File: src/rtl/pifo_req_scheduler.sv
// pifo_req_scheduler
// Ingress scheduler in front of the BMW-PIFO task generator. External push
// requests are buffered in a small FIFO. Pushes aimed at the root RPU are
// dropped. At most one push per cycle is issued while the task FIFO has room.
// Pop commands are paced so that a pop only goes out while at least one
// element is resident in the tree.
//
// Ports
//   i_clk, i_arst_n                 clock, async active-low reset
//   i_push_req_valid/o_push_req_ready, i_push_req_tree_id, i_push_req_data
//                                   push request handshake and payload
//   i_pop_req_valid/o_pop_req_ready pop request handshake
//   i_task_fifo_full                backpressure from the task generator
//   o_push, o_push_tree_id, o_push_data   registered push command
//   o_pop                           registered pop command
//   o_occupancy                     elements pushed minus popped
//   o_drop_cnt                      dropped root-RPU pushes
//
// Build option: define PIFO_REQ_SCHED_STATS_EN to build the saturating drop
// counter. Without it, o_drop_cnt is tied to zero and drops still happen.
//
// Pop pacing FSM
//   state    | meaning
//   ST_IDLE  | waiting for a pop request; ready when occupancy > 0
//   ST_ISSUE | o_pop is high for this one cycle
//   ST_GAP   | POP_GAP enforced idle cycles before the next request

module pifo_req_scheduler #(
    parameter int PTW           = 16,
    parameter int MTW           = 0,
    parameter int TREE_NUM      = 4,
    parameter int LEVEL         = 4,
    parameter int IN_DEPTH      = 8,
    parameter int POP_GAP       = 2,
    parameter int OCC_W         = 16,
    parameter int TREE_NUM_BITS = $clog2(TREE_NUM),
    parameter int LEVEL_BITS    = $clog2(LEVEL)
) (
    input  logic                     i_clk,
    input  logic                     i_arst_n,
    input  logic                     i_push_req_valid,
    output logic                     o_push_req_ready,
    input  logic [TREE_NUM_BITS-1:0] i_push_req_tree_id,
    input  logic [MTW+PTW-1:0]       i_push_req_data,
    input  logic                     i_pop_req_valid,
    output logic                     o_pop_req_ready,
    input  logic                     i_task_fifo_full,
    output logic                     o_push,
    output logic [TREE_NUM_BITS-1:0] o_push_tree_id,
    output logic [MTW+PTW-1:0]       o_push_data,
    output logic                     o_pop,
    output logic [OCC_W-1:0]         o_occupancy,
    output logic [15:0]              o_drop_cnt
);

    localparam int DW = MTW + PTW;
    localparam int EW = TREE_NUM_BITS + DW;
    localparam int AW = $clog2(IN_DEPTH);
    localparam int GW = (POP_GAP > 1) ? $clog2(POP_GAP) : 1;

    localparam logic [GW-1:0]            GAP_LOAD   = GW'(POP_GAP - 1);
    localparam logic [OCC_W-1:0]         OCC_MAX    = '1;
    localparam logic [OCC_W-1:0]         OCC_MAX_M1 = OCC_MAX - 1'b1;
    localparam logic [TREE_NUM_BITS-1:0] LVL_MASK   = TREE_NUM_BITS'((1 << LEVEL_BITS) - 1);

    typedef enum logic [1:0] {
        ST_IDLE  = 2'd0,
        ST_ISSUE = 2'd1,
        ST_GAP   = 2'd2
    } state_t;

    logic [EW-1:0]            r_mem [IN_DEPTH];
    logic [AW:0]              r_wptr;
    logic [AW:0]              r_rptr;
    logic                     r_push;
    logic [TREE_NUM_BITS-1:0] r_push_tree;
    logic [DW-1:0]            r_push_data;
    logic                     r_pop;
    logic [OCC_W-1:0]         r_occ;
    state_t                   r_state;
    logic [GW-1:0]            r_gap_cnt;

    logic                     w_full;
    logic                     w_empty;
    logic                     w_accept;
    logic                     w_root;
    logic                     w_wr;
    logic                     w_drop;
    logic                     w_occ_room;
    logic                     w_issue;
    logic                     w_pop_ready;
    state_t                   w_state_nxt;
    logic [GW-1:0]            w_gap_nxt;

    // Extra pointer MSB distinguishes full from empty.
    assign w_full   = (r_wptr[AW] != r_rptr[AW]) && (r_wptr[AW-1:0] == r_rptr[AW-1:0]);
    assign w_empty  = (r_wptr == r_rptr);
    assign w_accept = i_push_req_valid && !w_full;
    assign w_root   = ((i_push_req_tree_id & LVL_MASK) == '0);
    assign w_wr     = w_accept && !w_root;
    assign w_drop   = w_accept && w_root;

    // The push already on o_push has not been counted yet, so it is included
    // when deciding whether another one still fits in the counter.
    assign w_occ_room = (r_occ != OCC_MAX) && !(r_push && (r_occ == OCC_MAX_M1));
    assign w_issue    = !w_empty && !i_task_fifo_full && w_occ_room;

    assign w_pop_ready = (r_state == ST_IDLE) && (r_occ != '0);

    always_ff @(posedge i_clk) begin
        if (w_wr) begin
            r_mem[r_wptr[AW-1:0]] <= {i_push_req_tree_id, i_push_req_data};
        end
    end

    always_ff @(posedge i_clk or negedge i_arst_n) begin
        if (!i_arst_n) begin
            r_wptr      <= '0;
            r_rptr      <= '0;
            r_push      <= 1'b0;
            r_push_tree <= '0;
            r_push_data <= '0;
        end else begin
            r_push <= w_issue;
            if (w_wr) begin
                r_wptr <= r_wptr + 1'b1;
            end
            if (w_issue) begin
                {r_push_tree, r_push_data} <= r_mem[r_rptr[AW-1:0]];
                r_rptr                     <= r_rptr + 1'b1;
            end
        end
    end

    always_ff @(posedge i_clk or negedge i_arst_n) begin
        if (!i_arst_n) begin
            r_occ <= '0;
        end else begin
            case ({r_push, r_pop})
                2'b10:   r_occ <= r_occ + 1'b1;
                2'b01:   r_occ <= r_occ - 1'b1;
                default: r_occ <= r_occ;
            endcase
        end
    end

    always_ff @(posedge i_clk or negedge i_arst_n) begin
        if (!i_arst_n) begin
            r_state   <= ST_IDLE;
            r_gap_cnt <= '0;
            r_pop     <= 1'b0;
        end else begin
            r_state   <= w_state_nxt;
            r_gap_cnt <= w_gap_nxt;
            r_pop     <= (w_state_nxt == ST_ISSUE);
        end
    end

    always_comb begin
        w_state_nxt = r_state;
        w_gap_nxt   = r_gap_cnt;
        case (r_state)
            ST_IDLE: begin
                if (i_pop_req_valid && w_pop_ready) begin
                    w_state_nxt = ST_ISSUE;
                end
            end
            ST_ISSUE: begin
                w_state_nxt = ST_GAP;
                w_gap_nxt   = GAP_LOAD;
            end
            ST_GAP: begin
                if (r_gap_cnt == '0) begin
                    w_state_nxt = ST_IDLE;
                end else begin
                    w_gap_nxt = r_gap_cnt - 1'b1;
                end
            end
            default: begin
                w_state_nxt = ST_IDLE;
                w_gap_nxt   = '0;
            end
        endcase
    end

`ifdef PIFO_REQ_SCHED_STATS_EN
    logic [15:0] r_drop_cnt;

    always_ff @(posedge i_clk or negedge i_arst_n) begin
        if (!i_arst_n) begin
            r_drop_cnt <= '0;
        end else if (w_drop && (r_drop_cnt != 16'hFFFF)) begin
            r_drop_cnt <= r_drop_cnt + 16'd1;
        end
    end

    assign o_drop_cnt = r_drop_cnt;
`else
    logic w_drop_unused;
    assign w_drop_unused = w_drop;
    assign o_drop_cnt    = 16'd0;
`endif

    assign o_push_req_ready = !w_full;
    assign o_pop_req_ready  = w_pop_ready;
    assign o_push           = r_push;
    assign o_push_tree_id   = r_push_tree;
    assign o_push_data      = r_push_data;
    assign o_pop            = r_pop;
    assign o_occupancy      = r_occ;

endmodule

File: config.mk
export PLATFORM = sky130hd
export DESIGN_NAME = pifo_req_scheduler
export DESIGN_NICKNAME = d
export VERILOG_FILES = /design/src/rtl/pifo_req_scheduler.sv
export SDC_FILE = /design/constraint.sdc
export NUM_CORES = 1
export LEC_CHECK = 0
export ABC_AREA = 1
export BUFFER_PORTS_ARGS = -buffer_cell sky130_fd_sc_hd__buf_2
export CAP_MARGIN = 40
export CORE_MARGIN = 10
export CORE_UTILIZATION = 60
export CTS_CLUSTER_SIZE = 8
export DETAILED_ROUTE_END_ITERATION = 12
export GPL_TIMING_DRIVEN = 0
export PLACE_DENSITY = 0.8
export SETUP_SLACK_MARGIN = 0.2
export SKIP_CTS_REPAIR_TIMING = 1
export SKIP_LAST_GASP = 1
export SYNTH_ARGS = -nofsm -noshare
export SYNTH_HDL_FRONTEND = slang
export SYNTH_SLANG_ARGS = --single-unit
File: constraint.sdc
create_clock -name i_clk -period 3.15 [get_ports i_clk]
set_input_delay 0.315 -clock i_clk [delete_from_list [all_inputs] [get_ports i_clk]]
set_output_delay 0.315 -clock i_clk [all_outputs]
set_load 0.02 [all_outputs]
==> run metrics, run 1 <==
RSZ-0062 raised after global routing false; Die Ht ~140 um; Max transition margin 0.446; DP Wirelength between 10 and 15 mm; vias in the first global route 6,446; CP Cell Sequence buf_2, nand2_1, nand4_1, nor2_1, nand2_1, nand2_1, inv_1, nand2_1, nor2_2, buf_6; max-cap viol count 0; number of synthesized flops with an enable pin around 140; chip width 140 um; Seq/Total Area, Yosys 0.633; IO buf count 60; drt drc 0; crit share post-route 0.860; Achievable Freq about 370 MHz; syn avg cell area around 9.8 um^2; grt total ovfl 0; DRT Pass-1 Iters 5; via count just under 7k; Synth Instances between 800 and 900; synthesized area roughly 8700 um^2; number of setup violations in the final report 0; post-route ant nets 0; Top FF cell, synth edfxtp_1; fin util 0.720; Slowest-stage cell, CP nor2_2; pin count of the biggest net entering global routing 27; CP Data Arrival Time 2870 ps; mux cell area share after synthesis 0; Critical Path Most Common Cell nand2_1; All-Layer GR Usage 0.227; CTS sink count 191; Warnings, synthesis 0; Worst Tran Pin Value between 800 and 900 ps; Slowest Stage Delay on Critical Path 680 ps; Final min period ~2700 ps; post-synthesis register bit count 191; top cells by count, synth nand2_1 (257), edfxtp_1 (144), nor2_1 (115); total power about 10 mW; Crit Path Class flop to flop; WL per Instance 19.2 um; Setup crit end kind flop; Synth area leader edfxtp_1; status complete, no violations; CTS tree yes; antenna violations before repair 0; Synth area leaders edfxtp_1 (50%), dfrtp_1 (14%), nand2_1 (11%); nets@finish 1,016; worst skew pair latency ~450 ps; Buf/Inv on CP 3; clk_skew roughly 8 ps; Post-Synth XOR/XNOR Area 0.0121; CTS Buffer Depth 2; top-count cell post-synth nand2_1; Worst Hold Slack 92.8 ps; die area 19,700 um^2; Reg clk slew, reported paths about 70 ps; ant diodes 0; io pins 77; total CTS buffers 17; CP required approximately 3300 ps; pwr dens about 1000 nW/um^2; CP startpoint kind flop; core footprint between 10,000 and 15,000 um^2; first-pass GRT wire length ~35 mm; largest family of logic cells by synthesized area simple AND/OR/NAND/NOR gates; wirelength, routed between 20 and 25 mm; Compound-Gate Fraction of Synth Area 0.0885; Critical Path Fanout Max 12; top cell type's share of synthesized area 0.497; Synth-to-Final Area Change 16.3%; leak pwr 4.29 nW; Max Slew Vio Count 0; Row Count 43; Initial Util 0.619; peak supply drop 0.668 mV; Initial DRC Count about 900; Synth Area in Simple Gates 0.196; async set or reset register ratio after synthesis 0.246; Synth Area in Adders 0.00720; fraction of layout cells with a size suffix above 1 0.152; CTS root buf clkbuf_16; hold crit path type input port to flop; Fillers around 1k; H-tree Lvls 4; Distinct cells, synth 32; Final Hold Fails 0; drt via density 5.79; RD Place Congestion about 0.94; delay-heaviest family, CP simple AND/OR/NAND/NOR gates
[state kept, by name (all words and copies together), names as in the netlist]
signal and flops:
o_pop 1, o_push_tree_id 2, r_rptr 4, r_wptr 4, o_push_data 16, r_mem 144, o_push 1, r_state 2
o_occupancy 16, r_gap_cnt 1
[metal layers]
metal / part of all wire / up-vias / GRT usage
li1: - / 3150 / -
met1: 0.41 / 3223 / 0.304
met2: 0.46 / 420 / 0.347
met3: 0.11 / 48 / 0.0622
met4: 0.024 / 0 / 0.0788
met5: 0 / - / 0
[area by class of cell]
class | instances | area [um^2] | area share
Buffer | 54 | 335 | 0.0332
Clock buffer | 18 | 429 | 0.0425
Clock inverter | 14 | 205 | 0.0203
Inverter | 56 | 210 | 0.0208
Multi-Input combinational cell | 598 | 2720 | 0.269
Sequential cell | 191 | 5500 | 0.544
Tap cell | 180 | 225 | 0.0223
Timing Repair Buffer | 70 | 484 | 0.0479
[worst paths after layout]
kind	startpoint	endpoint	slack [ps]	cells after the start
max in group asynchronous	i_arst_n	o_occupancy[8]$_DFFE_PN0P_	2210	3
hold / removal	i_pop_req_valid	r_state[0]$_DFF_PN0_	90	2
min in group asynchronous	i_arst_n	r_gap_cnt$_DFFE_PN0N_	390	2
hold reg to reg	o_push_data[3]$_DFFE_PN0P_	o_push_data[3]$_DFFE_PN0P_	470	2
setup / recovery	r_rptr[1]$_DFFE_PN0P_	r_mem[2][5]$_DFFE_PP_	440	10
setup reg to reg	r_rptr[1]$_DFFE_PN0P_	r_mem[2][5]$_DFFE_PP_	440	10
[placed cells by master (no fill, tap or decap), drive strengths merged]
cell,count
clkinv,2
nand3,30
and2,5
dlygate4sd3,1
a31oi,4
dfrtp,47
a21oi,10
nand4,6
or2,1
nor4,3
clkinvlp,6
clkbuf,39
or3,1
o21ai,85
ha,5
nand2,259
edfxtp,144
conb,16
xor2,7
o22ai,37
o21a,1
inv,58
o21bai,3
bufinv,4
nor2,120
buf,102
xnor2,5
[stage by stage]
stage          setup slack, ps  TNS [ps]  instances  cell area [um^2]
2_1_floorplan              680         0        899              8750
3_3_place_gp              -122     -4980       1139              9270
5_1_grt                    282         0       1181             10100
4_1_cts                    485         0       1180             10100
6_report                   442         0       1181             10100
3_5_place_dp               545         0       1148              9470
[report_power, final]
part           switching, mW  total (mW)  internal, mW  leakage, nW
logic                   2.88        4.18          1.30         2.11
registers              0.361        3.60          3.24         1.88
clock network          0.967        2.31          1.34        0.289
[worst reg2reg max path, stage by stage (launching register included)]
cell	delay, ps
dfrtp_1	390
buf_2	260
nand2_1	90
nand4_1	90
nor2_1	70
nand2_1	120
nand2_1	100
inv_1	160
nand2_1	200
nor2_2	690
buf_6	240
[kinds of logic after synthesis]
group	Yosys count
flip-flops	191
XOR/XNOR	12
adder cells (fa/ha/maj)	5
buffers and inverters	110
other	1
AND/OR/NAND/NOR	425
AO/OA/AOI/OAI	140
(Power assumes the default switching activity.)
==> inputs of run 2 (changes only) <==
Settings changed: CELL_PAD_IN_SITES_DETAIL_PLACEMENT from default to 2, CELL_PAD_IN_SITES_GLOBAL_PLACEMENT from default to 2, CORE_UTILIZATION 60 to 38, PLACE_DENSITY 0.8 to default, PLACE_DENSITY_LB_ADDON from default to 0.1.
==> run 2 against run 1 <==
Die area up 49%. Routed wire length is 27% higher. Via count decreased by 0.89%. Power is 2.0% higher. Cell count rose by 8.9%. Fmax shrank 1.1%. Non-clock buffer count stayed put.
==> run metrics, run 2 (synthesized netlist as in run 1, its figures left out) <==
peak supply drop 0.413 mV; CTS tree yes; fraction of layout cells with a size suffix above 1 0.152; ant diodes 0; hold crit path type input port to flop; CTS sink count between 150 and 200; Reg clk slew, reported paths approximately 80 ps; die area 29,300 um^2; clk_skew approximately 11 ps; design area 10,200 um^2; chip width about 170 um; RSZ-0062 raised after global routing false; total power 10.3 mW; DRT Pass-1 Iters 4; Fillers 2,457; worst slack at placement around 290 ps; Final Hold Fails 0; wirelength, routed between 20 and 30 mm; vias in the first global route 7,474; Setup crit end kind flop; pin count of the biggest net entering global routing 28; drt via density ~5.3; Max transition margin 0.409; antenna violations before repair 0; Initial Util 0.385; Row Count between 50 and 60; max-cap viol count 0; DP Wirelength 21.0 mm; nets@finish approximately 1.0k; CTS Buffer Depth 2; H-tree Lvls 4; via count between 6k and 7k; CP Cell Sequence buf_2, nand2_1, nand4_1, nor2_1, nand2_1, nand2_1, inv_1, nand2_1, nor2_2, buf_8; total CTS buffers 17; CTS root buf clkbuf_16; io pins 77; Final min period roughly 2700 ps; Max Slew Vio Count 0; crit share post-route 0.869; RD Place Congestion 0.810; first-pass GRT wire length roughly 44 mm; Slowest Stage Delay on Critical Path 590 ps; WL per Instance about 22 um; Slowest-stage cell, CP nor2_2; Crit Path Class flop to flop; Critical Path Fanout Max 10; Initial DRC Count ~440; worst skew pair latency 450 ps; Die Ht around 170 um; IO buf count 60; CP required about 3300 ps; core footprint 22,600 um^2; Synth-to-Final Area Change 17.3%; max FFs per register ~140; Critical Path Most Common Cell nand2_1; grt total ovfl 0; Achievable Freq 365 MHz; most common cell after layout, fill and taps aside nand2_1; placed instance area 9570 um^2; Worst Tran Pin Value slightly below 900 ps; All-Layer GR Usage 0.201; status complete, no violations; most frequent cells in the layout nand2_1 (257), edfxtp_1 (144), nor2_1 (108); leak pwr about 4.3 nW; pwr dens between 1000 and 1500 nW/um^2; drt drc 0; CP Data Arrival Time slightly below 3000 ps; CP startpoint kind flop; number of setup violations in the final report 0; post-route ant nets 0; setup ws final 412 ps
[run 2: cell type report]
| type | instances | area [um^2] | area share |
|---|---|---|---|
| flip-flops and latches | 191 | 5500 | 0.539 |
| multi-input cells | 598 | 2730 | 0.267 |
| repair buffers | 70 | 459 | 0.0450 |
| clock buffers | 17 | 425 | 0.0417 |
| well taps | 285 | 357 | 0.0350 |
| plain buffers | 54 | 335 | 0.0329 |
| inverters | 56 | 210 | 0.0206 |
| clock inverters | 15 | 186 | 0.0183 |
[run 2: path summary, 6_finish.rpt]
check	start	endpoint	slack, ps	cells after the start
worst max-delay path	r_rptr[1]$_DFFE_PN0P_	r_mem[6][4]$_DFFE_PP_	410	10
worst min-delay path	i_pop_req_valid	r_state[0]$_DFF_PN0_	100	2
worst max register to register	r_rptr[1]$_DFFE_PN0P_	r_mem[6][4]$_DFFE_PP_	410	10
worst min register to register	o_push_data[0]$_DFFE_PN0P_	o_push_data[0]$_DFFE_PN0P_	470	2
max in group asynchronous	i_arst_n	o_push_data[1]$_DFFE_PN0P_	2150	3
min in group asynchronous	i_arst_n	o_push_data[13]$_DFFE_PN0P_	430	2
[run 2: critical path: cells and delay by family, from the launching register on]
kind | cells | cell delay, ps
buffers and inverters | 3 | 670
flip-flops | 1 | 410
AND/OR/NAND/NOR | 7 | 1360
[run 2: metrics by stage]
step | hold slack [ps] | std cells | TNS, ps | utilization
finish | 100 | 1286 | 0 | 0.452
global route | 99.7 | 1286 | 0 | 0.452
CTS | -134 | 1285 | 0 | 0.451
detailed placement | 350 | 1253 | 0 | 0.424
global placement | 450 | 1244 | -30590 | 0.417
floorplan | 19.4 | 899 | 0 | -
[run 2: layer usage]
metal / track usage / up-vias / wire length, um
met5: 0 / - / 0
met3: 0.0369 / 35 / 995
met2: 0.364 / 139 / 15100
met4: 0.0612 / 0 / 524
li1: - / 3144 / -
met1: 0.235 / 3462 / 12300
[run 2: power breakdown]
part	switching, mW	leakage (nW)	internal (mW)	total (mW)
combinational	3.14	2.11	1.29	4.43
sequential	0.407	1.88	3.24	3.65
clock	1.13	0.293	1.08	2.21
total	4.68	4.28	5.60	10.3
